==> src/rtl/hazard_pkg.sv <==
// Shared sizing and countdown encodings for the ID-stage hazard scoreboard.
package hazard_pkg;
   localparam int NUM_REGS   = 16;
   localparam int REG_W      = 4;
   localparam int PIPE_DEPTH = 3;
   localparam int CNT_W      = 16;

   typedef logic [1:0] sb_cnt_t;

   // Countdown value tells which stage currently holds the producer.
   localparam sb_cnt_t CNT_EXE  = sb_cnt_t'(PIPE_DEPTH);
   localparam sb_cnt_t CNT_MEM  = 2'd2;
   localparam sb_cnt_t CNT_WB   = 2'd1;
   localparam sb_cnt_t CNT_IDLE = 2'd0;
endpackage

==> src/rtl/hazard_scoreboard_sb_entry.sv <==
// One register's in-flight countdown and load flag; reports whether it blocks a reader.
// FORWARDING_EN selects load-use-only blocking; otherwise any EXE/MEM producer blocks.
module sb_entry
   import hazard_pkg::*;
(
   input  logic clk,
   input  logic rst,
   input  logic set,
   input  logic set_ld,
   output logic pending,
   output logic blocking
);

   sb_cnt_t cnt;

   // A new producer overwrites whatever is still counting down.
   always_ff @(posedge clk) begin
      if (rst)                   cnt <= CNT_IDLE;
      else if (set)              cnt <= CNT_EXE;
      else if (cnt != CNT_IDLE)  cnt <= cnt - sb_cnt_t'(1);
   end

   assign pending = (cnt != CNT_IDLE);

`ifdef FORWARDING_EN
   logic ld;

   always_ff @(posedge clk) begin
      if (rst)      ld <= 1'b0;
      else if (set) ld <= set_ld;
   end

   // MEM/WB forwarding covers everything except a load still in EXE.
   assign blocking = (cnt == CNT_EXE) && ld;
`else
   logic unused_set_ld;
   assign unused_set_ld = set_ld;

   // WB writes the register file mid-cycle, so only EXE/MEM producers block.
   assign blocking = (cnt >= CNT_MEM);
`endif

endmodule

==> src/rtl/hazard_scoreboard.sv <==
// ID-stage hazard scoreboard: per-register countdown entries, source match, stall counter.
// Build with FORWARDING_EN defined to stall only on load-use.
module hazard_scoreboard
   import hazard_pkg::*;
(
   input  logic                clk,
   input  logic                rst,
   input  logic                id_valid,
   input  logic [REG_W-1:0]    id_src1,
   input  logic [REG_W-1:0]    id_src2,
   input  logic                id_src2_used,
   input  logic [REG_W-1:0]    id_dest,
   input  logic                id_wb_en,
   input  logic                id_mem_r_en,
   input  logic                flush,
   output logic                hazard,
   output logic [NUM_REGS-1:0] pending_mask,
   output logic [CNT_W-1:0]    stall_count
);

   logic [NUM_REGS-1:0] set_vec;
   logic [NUM_REGS-1:0] block_vec;
   logic                issue;

   assign issue = id_valid & ~hazard & ~flush;

   always_comb begin
      set_vec = '0;
      if (issue && id_wb_en) set_vec[id_dest] = 1'b1;
   end

   for (genvar r = 0; r < NUM_REGS; r++) begin : g_entry
      sb_entry u_entry (
         .clk      (clk),
         .rst      (rst),
         .set      (set_vec[r]),
         .set_ld   (id_mem_r_en),
         .pending  (pending_mask[r]),
         .blocking (block_vec[r])
      );
   end

   assign hazard = id_valid & (block_vec[id_src1] | (id_src2_used & block_vec[id_src2]));

   // Flushed cycles are not real stalls; counter saturates instead of wrapping.
   always_ff @(posedge clk) begin
      if (rst)
         stall_count <= '0;
      else if (hazard && !flush && !(&stall_count))
         stall_count <= stall_count + CNT_W'(1);
   end

endmodule

==> config.mk <==
export PLATFORM = sky130hd
export DESIGN_NAME = hazard_scoreboard
export DESIGN_NICKNAME = d
export VERILOG_FILES = /design/src/rtl/hazard_pkg.sv /design/src/rtl/hazard_scoreboard_sb_entry.sv /design/src/rtl/hazard_scoreboard.sv
export SDC_FILE = /design/constraint.sdc
export NUM_CORES = 1
export LEC_CHECK = 0
export CAP_MARGIN = 20
export CORE_AREA = 2 2 82 84
export CTS_CLUSTER_DIAMETER = 120
export DETAILED_ROUTE_END_ITERATION = 8
export DIE_AREA = 0 0 84 86
export PLACE_DENSITY = 0.75
export SLEW_MARGIN = 0
export SYNTH_ARGS = -nofsm -noshare
export SYNTH_HDL_FRONTEND = slang
export SYNTH_SLANG_ARGS = --single-unit
==> constraint.sdc <==
create_clock -name clk -period 2.88 [get_ports clk]
set_input_delay 0.288 -clock clk [delete_from_list [all_inputs] [get_ports clk]]
set_output_delay 0.288 -clock clk [all_outputs]
set_load 0.005 [all_outputs]
==> metrics.md <==
| Metric | Value |
|---|---|
| Status | completed |
| Die width | 84 um |
| Most common cell after layout, fill and taps aside | inv_1 |
| Ys flop type | dfxtp_1 |
| Worst slew pin tran | 0.559 ns |
| First-pass GRT wire length | 12.2 mm |
| Layout Nets | 480 |
| CTS max path bufs | 2 |
| Initial DRC count | 142 |
| Clock sinks | 48 |
| Num CTS Buffers | 5 |
| Die height | 86 um |
| Psw | 0.989 mW |
| CP max stage cell | clkdlybuf4s50_1 |
| Dpl cell area | 3680 um2 |
| DR DRC count | 0 |
| Crit-path leading delay family | buffers and inverters |
| Wire length per cell | 13.9 um |
| Power density over cell area | 706 nW/um2 |
| Most frequent cells in the layout | inv_1 (54), clkdlybuf4s50_1 (49), dfxtp_1 (47), nor2_1 (36), ha_1 (29) |
| EDFF count, synth | 0 |
| Initial Utilization | 50.3% |
| Worst-path fanout max | 10 |
| Crit end category | output pin |
| Most frequent CP cell | clkdlybuf4s50_1 |
| CTS tree | yes |
| Seq cells post-synth | 48 |
| Die area | 7220 um2 |
| P_leak | 1.52 nW |
| Row count | 29 |
| Final slew viol count | 0 |
| Largest net degree at the start of global routing | 57 |
| Detailed Place HPWL | 5.26 mm |
| Clk pwr share | 15.7% |
| Vias/cell | 5.49 |
| Worst path arrival time | 2.44 ns |
| Core Area | 6280 um2 |
| Ys Warns | 0 |
| Share of cells above drive strength 1 | 9.24% |
| Register share of total power | 35.2% |
| Crit Path Class | in -> out |
| Clk_skew | 0.00535 ns |
| CP required | 2.59 ns |
| Vias in the first global route | 2,693 |
| Worst min path class | reg -> reg |
| GRT overflow | 0 |
| Maximum vdd drop | 347 uV |
| Layout Cells excl Fill | 510 |
| Net Sw Frac | 37.0% |
| Crit-path cells | clkdlybuf4s50_1 -> buf_6 -> nor3_1 -> a211oi_1 -> a2111oi_2 -> o311a_4 -> nor2b_1 -> clkdlybuf4s50_1 |
| Net count after synthesis | 439 |
| Setup TNS | 0 ns |
| Post-Syn Area | 3160 um2 |
| Startpoint Class | primary input |
| Final Wtd Congestion | 0.891 |
| Hold slack | 0.514 ns |
| Routed vias | 2,801 |
| Syn-to-layout area delta | 20.1% |
| DRT Pass-1 Iters | 4 |
| Final WL | 7.09 mm |
| Slew margin rel. | 62.7% |
| Worst skew pair latency | 0.30 ns |
| Sequential area share after synthesis | 30.4% |
| Util after Layout | 60.4% |
| Ys async rst share | 0% |
| Tcrit/Tclk final | 94.8% |
| Io pins | 52 |
| Crit-path max cell delay | 0.52 ns |
| Port-buffer cells | 50 |
| Post-Syn Area per Cell | 8.07 um2 |
| Logic gate share of total power | 49.1% |
| Max-Cap Viols | 0 |
| CTS Hold Bufs | 0 |
| Gr usage total | 20.6% |
| Initial antenna violation count | 0 |
| Root buf cell | clkbuf_8 |
| Synth cell types | 47 |
| Worst path bufs/invs | 3 |
| ANT cells | 0 |
| Tmin final | 2.73 ns |
| Layout Cell Area excl Fill | 3790 um2 |
| Placed cells | 502 |
| H-Tree Level Count | 2 |
| Max frequency | 366 MHz |
| Setup violators final | 0 |
| Post-detailed-route count of antenna-violating nets | 0 |
| Clock-pin slew on the worst setup and hold paths | 0.08 ns |
| Final hold viol count | 0 |
| Total internal power | 1.69 mW |
| RSZ-0062 raised after global routing | no |
| Syn Inst Count | 391 |
-- flip-flops by register name (all words and copies together), names as in the netlist --
name                 cells
stall_count             16
g_entry.u_entry.cnt     32
-- power groups by stage --
stage / clock network, mW / registers, mW / logic (mW)
floorplan: 0 / 0.928 / 1.02
global placement: 0 / 0.947 / 1.25
detailed placement: 0 / 0.956 / 1.30
CTS: 0.433 / 0.939 / 1.32
global route: 0.459 / 0.964 / 1.50
finish: 0.421 / 0.941 / 1.31
-- worst register-to-register path, cell delays in order (launching register included) --
cell and delay (ns):
dfxtp_1 0.42, ha_1 0.23, nor2_1 0.05, a211oi_1 0.27
a2111oi_1 0.11, o311a_4 0.41, buf_4 0.20, nor4_1 0.32
mux2_2 0.37
-- cell families (layout without fill, tap and decap cells) --
family / after synthesis / in the layout / synth area share [%]
fa+ha+maj: 29 / 29 / 11.5
flops: 48 / 48 / 30.4
simple gates: 112 / 112 / 19.2
compound gates: 88 / 88 / 18.0
xor+xnor: 16 / 16 / 4.44
buf+inv: 88 / 130 / 13.0
mux: 10 / 10 / 3.45
-- per-stage QoR --
stage / power (mW) / worst slack [ns]
2_1_floorplan: 1.94 / 0.583
3_3_place_gp: 2.20 / -0.0159
3_5_place_dp: 2.26 / -0.0329
4_1_cts: 2.70 / 0.0204
5_1_grt: 2.93 / 0.0181
6_report: 2.68 / 0.149
-- final timing paths --
check / start / end / slack, ns / cells past startpoint
hold / removal: stall_count[6]$_SDFFE_PP0P_ / stall_count[6]$_SDFFE_PP0P_ / 0.51 / 2
setup reg to reg: g_entry[12].u_entry.cnt[1]$_SDFFE_PP0P_ / stall_count[7]$_SDFFE_PP0P_ / 0.41 / 8
hold reg to reg: stall_count[6]$_SDFFE_PP0P_ / stall_count[6]$_SDFFE_PP0P_ / 0.51 / 2
setup / recovery: id_src2[2] / hazard / 0.15 / 8
-- cell usage after synthesis (all sizes together) (7+ instances only) --
library cell / n / area, um2
a21oi: 27 / 135
nor2: 36 / 135
dfxtp: 48 / 961
xor2: 16 / 140
buf: 24 / 170
nor3: 11 / 55.1
or4: 7 / 52.6
nor2b: 10 / 62.6
clkbuf: 10 / 37.5
o22ai: 25 / 156
nand2: 8 / 30.0
o21ai: 8 / 40.0
inv: 54 / 203
mux2: 7 / 78.8
ha: 29 / 363
-- layer usage --
metal | track usage (%) | up-vias | share of wire (%)
met5 | 0 | - | 0
met4 | 8.36 | 0 | 2.0
met3 | 4.23 | 10 | 4.5
met2 | 35.6 | 57 | 49
met1 | 25.2 | 1305 | 45
li1 | - | 1429 | -
-- timing repair --
item	in CTS	in global routing
buffers inserted	0	0
pin swaps	0	4
resized for setup	2	4
setup endpoints to repair	1	1
-- final cells by class --
class	instances	area (um2)
clock buffers	8	90.1
fillers	562	2490
inverters	54	203
multi-input cells	255	1800
flip-flops and latches	48	962
well taps	77	96.3
repair buffers	68	634
(Power assumes the default switching activity.)
